<file path="config.mk">
export PLATFORM = sky130hd
export DESIGN_NAME = viterbi_hist_buf
export DESIGN_NICKNAME = d
export VERILOG_FILES = /design/src/rtl/viterbi_hist_buf.sv
export SDC_FILE = /design/constraint.sdc
export NUM_CORES = 1
export LEC_CHECK = 0
export BUFFER_PORTS_ARGS = -buffer_cell sky130_fd_sc_hd__buf_2
export CORE_ASPECT_RATIO = 0.8
export CORE_MARGIN = 3
export CORE_UTILIZATION = 54
export CTS_BUF_LIST = sky130_fd_sc_hd__clkbuf_8 sky130_fd_sc_hd__clkbuf_16
export DETAILED_ROUTE_END_ITERATION = 7
export PLACE_DENSITY = 0.8
export SLEW_MARGIN = 25
export SYNTH_ARGS = -nofsm -noshare
export SYNTH_HDL_FRONTEND = slang
export SYNTH_SLANG_ARGS = --single-unit
</file>
<file path="constraint.sdc">
create_clock -name clk -period 4.3 [get_ports clk]
set_input_delay 0.43 -clock clk [delete_from_list [all_inputs] [get_ports clk]]
set_output_delay 0.43 -clock clk [all_outputs]
set_load 0.03 [all_outputs]
</file>
<file path="src/rtl/viterbi_hist_buf.sv">
// -----------------------------------------------------------------------------
// viterbi_hist_buf
// DEPTH x NCH circular history of the reference stream with a delayed read
// port returning the entry i_lat writes back (hist[wptr - i_lat], taken before
// this cycle's write). i_lat == 0 bypasses the memory and returns i_wr_data.
//   clk, rst   : clock, synchronous active-high reset
//   i_clr      : restart; empties the buffer (fill and pointer to 0)
//   i_wr_en    : write i_wr_data at the write pointer and advance it
//   i_wr_data  : NCH-lane reference word
//   i_lat      : read-back distance in samples
//   o_rd_data  : delayed entry
//   o_fill     : valid entries written, saturating at DEPTH
// -----------------------------------------------------------------------------
module viterbi_hist_buf #(
    parameter  int NCH   = 1,
    parameter  int DEPTH = 64,
    localparam int AW    = $clog2(DEPTH)
) (
    input  logic           clk,
    input  logic           rst,
    input  logic           i_clr,
    input  logic           i_wr_en,
    input  logic [NCH-1:0] i_wr_data,
    input  logic [AW-1:0]  i_lat,
    output logic [NCH-1:0] o_rd_data,
    output logic [AW:0]    o_fill
);
    localparam logic [AW:0] FULL = (AW + 1)'(DEPTH);

    logic [NCH-1:0] r_mem [DEPTH];
    logic [AW-1:0]  r_wptr;
    logic [AW:0]    r_fill;
    logic [AW-1:0]  w_rd_addr;

    // DEPTH is a power of two, so the subtraction wraps modulo DEPTH.
    assign w_rd_addr = r_wptr - i_lat;
    assign o_rd_data = (i_lat == '0) ? i_wr_data : r_mem[w_rd_addr];
    assign o_fill    = r_fill;

    // NOTE: state registers use non-blocking assignments so every flop samples
    // pre-edge values regardless of block ordering.
    always_ff @(posedge clk) begin
        if (rst || i_clr) begin
            r_wptr <= '0;
            r_fill <= '0;
        end else if (i_wr_en) begin
            r_wptr <= r_wptr + 1'b1;
            if (r_fill != FULL) begin
                r_fill <= r_fill + 1'b1;
            end
        end
    end

    // NOTE: the history array is deliberately not reset; o_fill gates every
    // use of it, and leaving it out of reset lets it map onto plain RAM.
    always_ff @(posedge clk) begin
        if (i_wr_en) begin
            r_mem[r_wptr] <= i_wr_data;
        end
    end

endmodule

</file>
==> results of run 1 <==
## synth_stat cells, drive strengths merged
library cell / n
a21o: 2
a21oi: 4
and3: 2
buf: 4
clkbuf: 12
dfxtp: 13
edfxtp: 64
fa: 1
ha: 8
inv: 10
mux2: 1
mux2i: 41
mux4: 8
nand2: 16
nand2b: 2
nand3: 6
nand3b: 1
nand4: 5
nand4b: 1
nor2: 74
nor2b: 2
nor3: 8
nor4b: 1
o21a: 1
o21ai: 2
or2: 3
or3: 2
or3b: 1
or4: 1
xnor2: 6
xor2: 8
## logic make-up (layout without fill, tap and decap cells)
family / after synthesis / in the layout / share of synthesized area
AND/OR/NAND/NOR: 125 / 125 / 0.142
flip-flops: 77 / 77 / 0.565
multiplexers: 50 / 50 / 0.164
buffers and inverters: 26 / 46 / 0.0402
XOR/XNOR: 14 / 14 / 0.0434
adder cells (fa/ha/maj): 9 / 9 / 0.0311
AO/OA/AOI/OAI: 9 / 9 / 0.0146
## power by group
group          switching (mW)  leakage, nW  internal, mW
sequential            0.00278        0.681         0.808
clock                   0.249        0.109         0.320
combinational          0.0901        0.751        0.0782
total                   0.342         1.54          1.21
## registers in the layout (all words and copies together), names as in the netlist
register / count
o_fill: 7
r_wptr: 6
r_mem: 64
## layer usage
metal | up-vias | GRT usage | share of wire
met5 | - | 0 | 0
met4 | 0 | 0.0754 | 0.015
met3 | 8 | 0.0441 | 0.044
met2 | 59 | 0.306 | 0.47
met1 | 1134 | 0.280 | 0.47
li1 | 1135 | - | -
## worst max-delay path: stages, from the launching register on
cell	delay, ps
dfxtp_1	520
inv_1	130
ha_1	240
fa_2	560
buf_12	240
mux2i_1	120
mux4_1	500
mux2i_1	170
mux2i_1	150
mux2i_1	160
mux2_2	180
buf_2	200
## worst min path at each step
stage | start | end | slack [ps] | depth (start not counted)
finish | rst | o_fill[5] | 510 | 3
global route | rst | r_wptr[2] | 550 | 3
CTS | rst | o_fill[5] | 500 | 3
detailed placement | o_fill[5] | o_fill[5] | 510 | 2
global placement | o_fill[5] | o_fill[5] | 510 | 2
floorplan | i_wr_data | r_mem[0] | 530 | 0
## through the flow
| stage | cell area, um^2 | hold WS [ps] | total power, mW |
|---|---|---|---|
| after floorplan | 3860 | 529 | 0.966 |
| after global placement | 3970 | 506 | 0.992 |
| after detailed placement | 3970 | 513 | 0.996 |
| after CTS | 4180 | 498 | 1.56 |
| after global routing | 4180 | 545 | 1.60 |
| final | 4180 | 514 | 1.55 |
## cells in the final DEF (no fill, tap or decap), types with 3 or more instances in the layout
| cell type | synthesis | final |
|---|---|---|
| nor2_1 | 74 | 74 |
| edfxtp_1 | 64 | 64 |
| mux2i_1 | 41 | 41 |
| buf_2 | 0 | 18 |
| nand2_1 | 16 | 16 |
| inv_1 | 10 | 13 |
| dfxtp_1 | 13 | 13 |
| clkbuf_8 | 1 | 9 |
| nor3_1 | 8 | 8 |
| mux4_1 | 8 | 8 |
| ha_1 | 8 | 8 |
| nand3_1 | 6 | 6 |
| xor2_1 | 6 | 6 |
| nand4_1 | 5 | 5 |
| xnor2_1 | 5 | 5 |
| a21oi_1 | 4 | 4 |
| or2_2 | 3 | 3 |
## layout make-up
type | count | area [um^2] | share of cell area
Multi-Input combinational cell | 207 | 1530 | 0.365
Tap cell | 84 | 105 | 0.0251
Clock inverter | 7 | 86.3 | 0.0207
Inverter | 10 | 37.5 | 0.00898
Timing Repair Buffer | 20 | 118 | 0.0281
Clock buffer | 9 | 124 | 0.0296
Sequential cell | 77 | 2180 | 0.522
==> results.md, run 1 <==
* Reg2reg setup slack at roughly 2400 ps
* Clk slew on worst S/H paths at approximately 70 ps
* Share of cells above drive strength 1 at 0.130
* Min Tclk post-route at between 3000 and 4000 ps
* DP Wirelength at between 4000 and 5000 um
* Clock Skew at just over 10 ps
* Hold Path Class: input port to flop
* Number of post-CTS setup repair buffers at 0
* DR vias at 2336
* PwrDens at approximately 370 nW/um^2
* Synth Area per Inst at ~12 um^2
* Post-Syn Instances at 310
* Final #Nets at ~350
* Final wirelength at between 7000 and 8000 um
* Unrepaired setup endpoints after global routing: false
* Final core utilization at 0.627
* Setup-failing EPs final at 0
* Die area at roughly 8200 um^2
* Reg2reg end: r_mem[13]
* TritonRoute pass-1 iters at 4
* Post-cts gate resize count at 0
* Crit. End Element: primary output
* Pins Over Slew Limit at 0
* Critical Path AT at 3530 ps
* Peak supply drop at 243 uV
* Clk root buf: clkbuf_8
* Pleak at about 1.5 nW
* Setup_tns at 0 ps
* CP Launch Type: flop
* Post-route ant nets at 0
* Worst setup path end: o_rd_data
* Gpl congestion at just under 0.8
* Synthesis-to-finish area growth at 8.23%
* Yosys top cell by area: edfxtp_1
* Fin crit share at 0.922
* Non-filler cells, final at ~410
* Final WS setup at 335 ps
* Tightest Pin Transition at 556 ps
* H-tree depth at 3
* Final Hold Fails at 0
* FMAX at 252 MHz
* Initial DRC Count at around 230
* All-Layer GR Usage at 0.199
* Clk_lat worst skew at around 350 ps
* CTS tree: done
* Synthesized flop and latch total at 77
* Core Box Area at 6670 um^2
* Status: complete, no violations
* Placed cells at 398
* Fill cells at 540
* Place WS at approximately 730 ps
* CP startpoint: r_wptr[0]
* First-pass GRT wire length at about 12000 um
* Largest net degree at the start of global routing at 66
* Max cap viols at 0
* PortBufs at 18
* Die height at just over 80 um
* Syn nets at between 300 and 400
* Per-cell routed wire length at between 15 and 20 um
* Max Root-Sink Buffers at 2
* Yosys warning total at 0
* Clk sink count at 77
* Post-cts hold buffer count at 0
* Reg2reg path depth at 4
* WS Path Type: flop to primary output
* Die span in x at around 100 um
* Crit Path Max Fanout at 32
* # rows at 26
* Post-Syn Area at a little under 4000 um^2
* Initial antenna violation count at 0
* Top-area cell type share of the netlist area at 0.498
* Leading post-synthesis cells by cell area: edfxtp_1 50%, mux2i_1 11%, nor2_1 7.2%
* Seq/Total Area, Yosys at 0.565
* Req. time, crit path at a little under 4000 ps
* Max_slew headroom at 0.628
* Drt drc at 0
* N_diodes at 0
* Vias per cell at approximately 5.6
* Initial Util at 0.579
* Grt total ovfl at 0
* Worst r2r src: r_wptr[2]
* Netlist cell types at 36
* Top Ports at 19
* CTS Buf Count at 9
* Vias in the first global route at roughly 2200
Note: power is estimated with default switching activity, not from simulation.
==> inputs of run 2 (changes only) <==
==> constraint.sdc (replaced) <==
create_clock -name clk -period 3.9 [get_ports clk]
set_input_delay 0.39 -clock clk [delete_from_list [all_inputs] [get_ports clk]]
set_output_delay 0.39 -clock clk [all_outputs]
set_load 0.03 [all_outputs]
==> run 2 against run 1 <==
Clock power fell by 10%; hold slack got worse by 56 ps; die area did not move; non-clock buffer count rose by 5; critical path depth did not move; largest cell class unchanged; largest power group unchanged; highest routed layer unchanged.
==> results.md, run 2 (synthesis results as in run 1) <==
* Reg2reg setup slack at 2260 ps
* Max Root-Sink Buffers at 2
* Reg2reg end: r_mem[48]
* Status: complete, no violations
* Max reg flops at between 60 and 70
* FMAX at between 200 and 300 MHz
* N_diodes at 0
* CTS tree: done
* Die height at about 80 um
* Crit-path slowest cell: fa_2
* Most common cell after layout, fill and taps aside: nor2_1
* Cell Chain, Critical Path: inv_1, ha_1, fa_2, buf_12, mux2i_1, mux4_1, mux2i_1, mux2i_1, mux2i_1, mux2_2, buf_2
* Initial DRC Count at 160
* Grt total ovfl at 0
* Clk sink count at 77
* # rows at 26
* TritonRoute pass-1 iters at 5
* Clk root buf: clkbuf_8
* WS Path Type: flop to primary output
* PwrDens at approximately 380 nW/um^2
* Crit. End Element: primary output
* Die area at 8210 um^2
* Gpl congestion at between 0.8 and 0.9
* DP Wirelength at roughly 5000 um
* Top Ports at 19
* Unrepaired setup endpoints after global routing: false
* H-tree depth at 3
* Core Box Area at between 6000 and 7000 um^2
* Per-cell routed wire length at 17.9 um
* Die span in x at 101 um
* Share of cells above drive strength 1 at 0.152
* Pleak at roughly 1.5 nW
* CP startpoint: r_wptr[0]
* Hold Path Class: input port to flop
* Max cap viols at 0
* Peak supply drop at ~260 uV
* Setup-failing EPs final at 0
* First-pass GRT wire length at about 12000 um
* PortBufs at 18
* Vias per cell at roughly 5.7
* Worst r2r src: r_wptr[4]
* Initial Util at 0.579
* Worst path most repeated cell: mux2i_1
* Commonest non-fill, non-tap cells in the layout: 74 x nor2_1, 64 x edfxtp_1, 41 x mux2i_1, 18 x buf_2, 16 x nand2_1
* Crit Path Max Fanout at 16
* Clk_lat worst skew at 350 ps
* Total power at around 1.6 mW
* CP Launch Type: flop
* Critical Path AT at about 3300 ps
* Final wirelength at between 7000 and 8000 um
* Drt drc at 0
* Fin crit share at 0.954
* Critical path's largest stage delay at 640 ps
* Final Hold Fails at 0
* Initial antenna violation count at 0
* Reg2reg path depth at 3
* Pins Over Slew Limit at 0
* Tightest Pin Transition at 531 ps
* Setup_tns at 0 ps
* Post-route ant nets at 0
* Synthesis-to-finish area growth at 8.62%
* Req. time, crit path at around 3500 ps
* DR vias at between 2000 and 2500
* Final #Nets at 350
* Min Tclk post-route at 3720 ps
* Largest net degree at the start of global routing at 66
* Clk slew on worst S/H paths at 70 ps
* CTS Buf Count at 9
* All-Layer GR Usage at 0.201
* Clock Skew at approximately 6.5 ps
* Fill cells at 502
* Largest reg by FF count: r_mem
* Max_slew headroom at 0.645
* Worst setup path end: o_rd_data
* Vias in the first global route at ~2400
[run 2: changes by cell type in the layout (fill, tap and decap cells not counted), sizes merged]
| cell | delta |
|---|---|
| buf | +5 |
| bufinv | -2 |
| clkinv | +2 |
| clkinvlp | +2 |
| inv | -2 |
[run 2: layer usage]
layer	vias up	GRT usage	wire length, um
met4	0	0.0686	97
met2	66	0.321	3630
met3	9	0.0662	538
met1	1156	0.263	3250
li1	1143	-	-
met5	-	0	0
[run 2: cell type report]
type | count | area (um^2) | share of cell area
Clock buffer | 9 | 124 | 0.0295
Inverter | 10 | 37.5 | 0.00895
Clock inverter | 7 | 43.8 | 0.0104
Timing Repair Buffer | 25 | 171 | 0.0409
Multi-Input combinational cell | 207 | 1530 | 0.364
Tap cell | 84 | 105 | 0.0251
Sequential cell | 77 | 2190 | 0.521
[run 2: stage by stage]
stage	instance area, um^2	instances	hold WS, ps	setup slack [ps]	util
after detailed placement	3990	401	516	307	0.599
after CTS	4160	417	441	34.8	0.624
after global routing	4200	419	472	6.98	0.629
final	4200	419	458	178	0.629
after floorplan	3860	310	489	671	-
after global placement	3990	401	506	410	0.599
[run 2: report_power, final]
part           switching, mW  internal (mW)
clock                  0.287          0.225
combinational          0.104         0.0961
sequential           0.00259          0.891
[run 2: worst max-delay path: cells and delay by family, from the launching register on]
| family | cells | cell delay [ps] |
|---|---|---|
| buffers and inverters | 3 | 460 |
| muxes | 6 | 1230 |
| adders and majority gates | 2 | 870 |
| DFF | 1 | 400 |
[run 2: timing repair]
item / CTS / global route
pin swaps: 0 / 2
endpoints found under the hold margin: 0 / 0
setup buffers: 0 / 2
hold buffers: 0 / 0
resized for setup: 1 / 2
endpoints found under the setup margin: 1 / 1
[run 2: worst min path at each step]
| stage | slack, ps | end | depth (start not counted) | start |
|---|---|---|---|---|
| finish | 460 | o_fill[5] | 3 | rst |
| global route | 470 | r_wptr[0] | 3 | rst |
| CTS | 440 | o_fill[5] | 3 | rst |
| detailed placement | 520 | o_fill[5] | 2 | o_fill[5] |
| global placement | 510 | o_fill[5] | 2 | o_fill[5] |
| floorplan | 490 | r_mem[0] | 0 | i_wr_data |
